File: src/rtl/fir_ctrl_pkg.sv
// fir_ctrl_pkg: shared constants, state encoding and reset coefficients for the FIR sequencer
package fir_ctrl_pkg;
    localparam int DW = 4;
    localparam int CW = 4;
    localparam int TAPS = 4;
    localparam int AW = $clog2(TAPS);
    localparam int OW = DW + CW + AW;
    typedef enum logic [1:0] {IDLE, MAC, DONE} state_t;
    localparam logic [TAPS-1:0][CW-1:0] H_RST = {4'd4, 4'd3, 4'd2, 4'd1};
endpackage

File: src/rtl/fir_tap_sequencer_if.sv
// fir_tap_sequencer_if: sample, result and coefficient-write signals of the FIR sequencer
interface fir_tap_sequencer_if;
    import fir_ctrl_pkg::*;
    logic          in_valid;
    logic [DW-1:0] in_data;
    logic          in_ready;
    logic          cfg_we;
    logic [AW-1:0] cfg_addr;
    logic [CW-1:0] cfg_data;
    logic          out_valid;
    logic [OW-1:0] out_data;
    logic          out_ready;
    modport master (
        output in_valid, in_data, cfg_we, cfg_addr, cfg_data, out_ready,
        input  in_ready, out_valid, out_data
    );
    modport slave (
        input  in_valid, in_data, cfg_we, cfg_addr, cfg_data, out_ready,
        output in_ready, out_valid, out_data
    );
endinterface

File: src/rtl/fir_tap_mac.sv
// fir_tap_mac: registered multiply-accumulate with synchronous clear and enable
module fir_tap_mac
    import fir_ctrl_pkg::*;
(
    input  logic          clk,
    input  logic          rst,
    input  logic          clr,
    input  logic          en,
    input  logic [CW-1:0] coef,
    input  logic [DW-1:0] sample,
    output logic [OW-1:0] acc
);
    logic [CW+DW-1:0] prod;
    assign prod = {{DW{1'b0}}, coef} * {{CW{1'b0}}, sample};
    always_ff @(posedge clk or posedge rst)
        if (rst) acc <= '0;
        else if (clr) acc <= '0;
        else if (en) acc <= acc + {{(OW-CW-DW){1'b0}}, prod};
endmodule

File: src/rtl/fir_tap_sequencer.sv
// fir_tap_sequencer: time-multiplexed FIR controller sharing one MAC across all taps
module fir_tap_sequencer
    import fir_ctrl_pkg::*;
(
    input  logic clk,
    input  logic rst,
    input  logic flush,
    fir_tap_sequencer_if.slave bus,
    output logic busy
);
    state_t state, state_nx;
    logic [TAPS-1:0][DW-1:0] dl;
    logic [TAPS-1:0][CW-1:0] coef;
    logic [AW:0] k;
    logic [OW-1:0] acc, out_data;
    logic accept, last;
    assign accept = state == IDLE && bus.in_valid && !flush;
    // k runs one past the last tap so the final product lands in acc before it is captured
    assign last = k == (AW+1)'(TAPS);
    assign bus.in_ready = state == IDLE;
    assign bus.out_valid = state == DONE;
    assign bus.out_data = out_data;
    assign busy = state != IDLE;
    always_comb begin
        state_nx = state;
        state_nx = flush ? IDLE :
                   (state == IDLE && bus.in_valid) ? MAC :
                   (state == MAC && last) ? DONE :
                   (state == DONE && bus.out_ready) ? IDLE : state;
    end
    always_ff @(posedge clk or posedge rst)
        if (rst) state <= IDLE;
        else state <= state_nx;
    always_ff @(posedge clk or posedge rst)
        if (rst) begin
            dl <= '0;
            k <= '0;
            coef <= H_RST;
            out_data <= '0;
        end else begin
            if (flush) begin
                dl <= '0;
                k <= '0;
            end else if (accept) begin
                dl <= {dl[TAPS-2:0], bus.in_data};
                k <= '0;
            end else if (state == MAC && !last) k <= k + 1'b1;
            if (state == MAC && last && !flush) out_data <= acc;
            if (state == IDLE && bus.cfg_we) coef[bus.cfg_addr] <= bus.cfg_data;
        end
    fir_tap_mac u_mac (
        .clk    (clk),
        .rst    (rst),
        .clr    (flush || accept),
        .en     (state == MAC && !last),
        .coef   (coef[k[AW-1:0]]),
        .sample (dl[k[AW-1:0]]),
        .acc    (acc)
    );
endmodule

File: src/flat_wrapper.sv
// flat-port wrapper written by rule: the top's interface ports become plain ports
module fir_tap_sequencer_flat import fir_ctrl_pkg::*;
  (clk, rst, flush, busy, bus_in_valid, bus_in_data, bus_cfg_we, bus_cfg_addr, bus_cfg_data, bus_out_ready, bus_in_ready, bus_out_valid, bus_out_data);
  fir_tap_sequencer_if bus_i ();
  input  logic clk;
  input  logic rst;
  input  logic flush;
  output logic busy;
  input wire logic [$bits(bus_i.in_valid)-1:0] bus_in_valid;
  input wire logic [$bits(bus_i.in_data)-1:0] bus_in_data;
  input wire logic [$bits(bus_i.cfg_we)-1:0] bus_cfg_we;
  input wire logic [$bits(bus_i.cfg_addr)-1:0] bus_cfg_addr;
  input wire logic [$bits(bus_i.cfg_data)-1:0] bus_cfg_data;
  input wire logic [$bits(bus_i.out_ready)-1:0] bus_out_ready;
  output wire logic [$bits(bus_i.in_ready)-1:0] bus_in_ready;
  output wire logic [$bits(bus_i.out_valid)-1:0] bus_out_valid;
  output wire logic [$bits(bus_i.out_data)-1:0] bus_out_data;
  assign bus_i.in_valid = bus_in_valid;
  assign bus_i.in_data = bus_in_data;
  assign bus_i.cfg_we = bus_cfg_we;
  assign bus_i.cfg_addr = bus_cfg_addr;
  assign bus_i.cfg_data = bus_cfg_data;
  assign bus_i.out_ready = bus_out_ready;
  assign bus_in_ready = bus_i.in_ready;
  assign bus_out_valid = bus_i.out_valid;
  assign bus_out_data = bus_i.out_data;
  fir_tap_sequencer u_core (.clk(clk), .rst(rst), .flush(flush), .bus(bus_i), .busy(busy));
endmodule
File: config.mk
export PLATFORM = sky130hd
export DESIGN_NAME = fir_tap_sequencer_flat
export DESIGN_NICKNAME = d
export VERILOG_FILES = /design/src/rtl/fir_ctrl_pkg.sv /design/src/rtl/fir_tap_sequencer_if.sv /design/src/rtl/fir_tap_mac.sv /design/src/rtl/fir_tap_sequencer.sv /design/src/flat_wrapper.sv
export SDC_FILE = /design/constraint.sdc
export NUM_CORES = 1
export LEC_CHECK = 0
export CORE_MARGIN = 2
export CORE_UTILIZATION = 40
export CTS_BUF_LIST = sky130_fd_sc_hd__clkbuf_4 sky130_fd_sc_hd__clkbuf_8
export CTS_CLUSTER_SIZE = 10
export DETAILED_ROUTE_END_ITERATION = 16
export GPL_ROUTABILITY_DRIVEN = 0
export GPL_TIMING_DRIVEN = 0
export PLACE_DENSITY = 0.68
export RECOVER_POWER = 25
export SETUP_SLACK_MARGIN = 0.5
export SYNTH_ARGS = -nofsm -noshare
export SYNTH_HDL_FRONTEND = slang
export SYNTH_SLANG_ARGS = --single-unit
File: constraint.sdc
create_clock -name clk -period 11.4 [get_ports clk]
set_clock_uncertainty 0.15 [all_clocks]
set_input_delay 1.14 -clock clk [delete_from_list [all_inputs] [get_ports clk]]
set_output_delay 1.14 -clock clk [all_outputs]
set_load 0.005 [all_outputs]
* Word level (Yosys, flattened, before mapping)
Cells that the tools add are included.
Widths: inputs -> output; s select.
** Operators by class
- Reduce and logical (&&, ||, !) cells :: 17
- $add $sub $neg :: 2
- Eq/ne operators :: 3
- Multiply operators :: 1
- Order comparisons :: 3
- Mux-type cells :: 18
** Operator list (number)
- $mux 16 :: 2
- $mux 10 :: 2
- $bmux 4 s2 :: 2
- $bwmux 16 :: 1
- $mux 4 :: 3
- $add 10x8->10 :: 1
- $mux 3 :: 3
- $demux 4 s2 :: 1
- $logic_and 1x1->1 :: 8
- $mul 4x4->8 :: 1
- $mux 2 :: 4
- $lt 2x3->1 const B :: 2
- $reduce_bool 2->1 :: 3
- $reduce_bool 4->1 :: 1
- $add 3x1->3 const B :: 1
- $eq 3x3->1 const B :: 1
- $reduce_bool 3->1 :: 1
- $eq 2x1->1 const B :: 1
- $eq 2x2->1 const B :: 1
- $ge 2x1->1 const B :: 1
- $logic_not 1->1 :: 2
- $logic_not 2->1 :: 1
- $logic_or 1x1->1 :: 1
** Storage, ports and cells
- Bits in registers :: 57
- Output and inout bits :: 13
- Input bits :: 16
- Word-level logic and storage cells :: 56

* Depth between registers and ports, before layout
- Depth in word-level cells :: 6
- Gate-level depth with buffers :: 15
- Depth with buffers taken out :: 14

* Hierarchy
From an unflattened synthesis, not the netlist that was laid out.
** Unflattened totals
- Cell total of the unflattened synthesis :: 280
- Area, all modules :: 3360.7 µm²
** By module, submodules not included
- fir_tap_sequencer :: times used 1, area an instance 2094.5 µm², cells each 142, sequential area each 1182.4 µm²
- fir_tap_mac :: times used 1, area an instance 1266.2 µm², cells each 138, sequential area each 250.2 µm²

* Worst setup path before layout
OpenSTA, ideal clock, no wires.
- Path kind :: register -> register
- Start point :: register u_core.k[0]
- End point :: register u_core.u_mac.acc[8]
- Clock period less this slack :: 4063 ps
- Stages on the path, launching flop included :: 14
- Arrival time :: 3786 ps
- Slack :: 7337 ps
- Setup time :: 127 ps
- Data required time :: 11123 ps
- Cell sequence :: dfrtp_1 > buf_2 > mux4_2 > nand2_1 > fa_1 > fa_1 > fa_1 > inv_1 > ha_1 > o211ai_1 > o21ai_0 > o31ai_1 > xor2_1 > o21ai_0
** Between the ends
- Cells in the longest elaborated chain, start to end :: 6
- Elaborated cells on any way between the ends :: 12
- Those cells by class :: 1 x add/sub; 1 x mul; 1 x eq/ne; 6 x mux; 3 x reduce/logical
** Ends and longest elaborated chain
- start, declared :: line fir_tap_sequencer.sv:14 : logic [AW:0] k;
- start signal, assigned :: line fir_tap_sequencer.sv:47 : end else if (state == MAC && !last) k <= k + 1'b1;
- $bmux 4 s2 (on tied branches) :: line fir_tap_sequencer.sv:56, fir_tap_sequencer.sv:57
- $mux 4 (on tied branches) :: line fir_tap_sequencer.sv:56, fir_tap_sequencer.sv:57
- $mul 4x4->8 :: line fir_tap_mac.sv:14 : assign prod = {{DW{1'b0}}, coef} * {{CW{1'b0}}, sample};
- $add 10x8->10 :: line fir_tap_mac.sv:18 : else if (en) acc <= acc + {{(OW-CW-DW){1'b0}}, prod};
- $mux 10 :: line fir_tap_mac.sv:18
- $mux 10 :: line fir_tap_mac.sv:17 : else if (clr) acc <= '0;
- end signal, assigned :: line fir_tap_mac.sv:18
- end, declared :: line fir_tap_mac.sv:11 : output logic [OW-1:0] acc
Parallel ways exist; a longest one is shown, timed or not. The select of a mux whose other input is x is not followed.
A chain may end at the register's enable or synchronous reset.

* Worst setup path in the final report
- Start point :: register u_core.k[1]
- End point :: register u_core.u_mac.acc[8]
Same word-level chain as after synthesis.

==> flow_summary.ini <==
[route]
drt-met1-wl_um = 2910
antenna_left = 0
first_pass_iters = 4
num_vias = 2069
vias_per_cell = 5.03
drt_iter0_markers = 49
top_layer = met4
wl_met3_um = 162
wl_per_cell_um = 14.2
wl_met2_um = 2700
wl_um = 5860
drc = 0

[grt]
grt_max_degree = 35
grt_pass1_wl_um = 10000
antenna_found_initial = 0
grt_pass1_vias = 2115
track_usage_pct = 15.0
grt.overflow.total = 0

[pwr]
fin_total_pwr_uw = 529
power_leakage_uw = 0.00179
p_per_area_nw_per_um2 = 139
vdd_drop_max_mv = 0.0784

[floorplanning]
die_area_sq_um = 8650
dieWidth_um = 93.0
rows = 32
io_pins = 29
die_h_um = 93.0
start_util_pct = 41.2
core_sq_um = 7690

[setup_path]
cpMostUsedCell = fa_1
worst-setup-path-type = flop to flop
crit_chain = buf_2 > mux4_2 > nand2_1 > fa_1 > fa_1 > fa_1 > inv_1 > ha_1 > a211oi_1 > o21ai_0 > o31ai_1 > xor2_1 > o21ai_0
slowest_stage = mux4_2
start_kind = flop
crit_family = adder cells
endpoint_kind = flop
crit_path_max_incr_delay_ps = 610
cp_max_fo = 10
cp.arrival_ps = 4460
worst-path-buf-inv = 2
crit_required_ps = 11470

[layout]
diodes = 0
layout.filler_cells = 706
area_delta_synth_final_pct = 20.2
fin_cells = 411
layout-drive-gt1-share_pct = 21.7
final_nets = 349

[timing]
tightest_slew_ps = 1790
min_period_over_period_pct = 38.5
setup-violations-final = 0
finalHoldViolations = 0
min_period_ps = 4390
finalMaxSlewViolations = 35
tns_ps = 0
max-slew-margin-rel_pct = -19.4
setup_slack_ps = 7010
max_freq_ghz = 0.228
rsz0062_at_grt = false

[clock_network]
clk_pin_slew_ps = 60
cts_buffer_depth = 2
h-tree-depth = 3
numCtsBuffers = 9
insertion_delay_ps = 340
cts_tree = built
post_cts_resized = 0
cts_setup_buffers = 0
clock_sinks = 57
cts_hold_buf = 0
clock_tree.root_cell = clkbuf_8

[placement]
dp.cells = 395
dp_hpwl_um = 4330
place_ws_ps = 7010
numPortBuffers = 28

[logic_synthesis]
syn-num-nets = 309
ys_types = 37
synthCells = 264
syn-cell-area_sq_um = 3170
yosysSeqAreaShare_pct = 45.2
synth_seq_cells = 57
ys.warnings.count = 0
postSynthAreaPerCell_sq_um = 12.0

[status]
status = finished, violations left
violations = max-capacitance violations, max-slew violations

[hold_path]
hold_class = flop to flop

[run]
max-cap-violations = 1
layout make-up:
cell class / instances / area [sq um] / area share, %
inverter: 25 / 93.8 / 2.46
clock buffer: 11 / 151 / 3.97
multi-input combinational: 175 / 1610 / 42.3
clock inverter: 5 / 77.6 / 2.04
sequential: 57 / 1430 / 37.6
timing repair buffer: 29 / 284 / 7.45
tap: 102 / 128 / 3.35
buffer: 7 / 32.5 / 0.854
Yosys cell counts:
| master | count | share of area [%] |
|---|---|---|
| a211o_1 | 2 | 0.55 |
| a211oi_1 | 3 | 0.71 |
| a21o_1 | 2 | 0.47 |
| a21oi_1 | 13 | 2.1 |
| a21oi_4 | 1 | 0.51 |
| a22o_1 | 16 | 4.4 |
| a31o_2 | 1 | 0.28 |
| and2_1 | 12 | 2.4 |
| buf_2 | 5 | 0.79 |
| clkbuf_1 | 2 | 0.24 |
| dfrtp_1 | 52 | 41 |
| dfstp_2 | 5 | 4.1 |
| fa_1 | 9 | 5.7 |
| ha_1 | 20 | 7.9 |
| inv_1 | 25 | 3.0 |
| mux2_2 | 26 | 9.2 |
| mux4_2 | 8 | 5.7 |
| nand2_1 | 22 | 2.6 |
| nand2b_1 | 3 | 0.59 |
| nand2b_4 | 1 | 0.43 |
| nand3_1 | 3 | 0.47 |
| nand4_1 | 1 | 0.20 |
| nor2_1 | 4 | 0.47 |
| nor2_2 | 2 | 0.39 |
| nor2b_1 | 1 | 0.20 |
| nor3_1 | 1 | 0.16 |
| nor3_2 | 1 | 0.32 |
| nor3b_2 | 1 | 0.39 |
| o211ai_1 | 2 | 0.47 |
| o21a_1 | 1 | 0.24 |
| o21ai_0 | 8 | 1.3 |
| o21ai_1 | 1 | 0.16 |
| o21bai_1 | 1 | 0.24 |
| o31ai_1 | 1 | 0.24 |
| or3_1 | 1 | 0.20 |
| xnor2_1 | 3 | 0.83 |
| xor2_1 | 4 | 1.1 |
power breakdown:
part | switching (uW) | leakage [uW] | internal (uW)
registers | 9.46 | 0.000751 | 222
clock network | 79.8 | 0.000115 | 134
logic | 41.9 | 0.000919 | 41.1
cell usage in the layout (no fill, tap or decap), types with 3 or more instances in the layout:
master,netlist,layout
a211oi_1,3,3
nand2_1,22,22
dfrtp_1,52,52
clkbuf_8,0,11
inv_1,25,25
fa_1,9,9
xnor2_1,3,3
xor2_1,4,4
and2_1,12,12
clkdlybuf4s50_1,0,26
buf_2,5,5
clkbuf_1,2,3
a21oi_1,13,13
nand2b_1,3,3
ha_1,20,20
mux4_2,8,8
nor2_1,4,4
dfstp_2,5,5
nand3_1,3,3
a22o_1,16,16
o21ai_0,8,8
mux2_2,26,26
worst register-to-register path: cells and delay by family (launching register included):
| kind | cells | cell delay [ps] |
|---|---|---|
| fa+ha+maj | 4 | 1700 |
| compound gates | 4 | 850 |
| mux | 1 | 610 |
| flops | 1 | 350 |
| buf+inv | 2 | 330 |
| xor+xnor | 1 | 160 |
| simple gates | 1 | 120 |
logic make-up (layout without fill, tap and decap cells):
group,Yosys count,count (layout),synth area share [%]
AOI/OAI and AO/OA,52,52,11.6
xor gates and xnor gates,7,7,1.93
adders and majority gates,29,29,13.6
buffers and inverters,32,77,3.99
DFF,57,57,45.2
muxes,34,34,14.9
and+or+nand+nor,53,53,8.80
path summary, 6_finish.rpt:
kind / from / end / slack (ps) / cells past startpoint
min in group asynchronous: rst / u_core.state[1] / 1270 / 2
max: u_core.k[1] / u_core.u_mac.acc[8] / 7010 / 13
max in group asynchronous: rst / u_core.u_mac.acc[6] / 7670 / 3
min reg2reg: u_core.dl[15] / u_core.dl[15] / 350 / 1
min: u_core.dl[15] / u_core.dl[15] / 350 / 1
max reg2reg: u_core.k[1] / u_core.u_mac.acc[8] / 7010 / 13
registers in the layout, summed over array words and instances (netlist names):
signal / count
u_core.bus.out_data: 10
u_core.k: 3
u_core.coef: 16
u_core.dl: 16
u_core.u_mac.acc: 10
u_core.state: 2
layer usage:
| metal | up-vias | track usage (%) |
|---|---|---|
| met5 | - | 0 |
| met4 | 0 | 6.74 |
| met3 | 8 | 3.38 |
| met2 | 30 | 23.4 |
| met1 | 1021 | 19.9 |
| li1 | 1010 | - |
stage by stage:
step           area [sq um]  utilization [%]  hold WS [ps]
6_report               3810             49.6           350
5_1_grt                3810             49.6           362
4_1_cts                3830             49.8           350
3_5_place_dp           3600             46.8           327
3_3_place_gp           3580             46.5           330
2_1_floorplan          3170                -           311
Power figures use the tool's default switching activity.
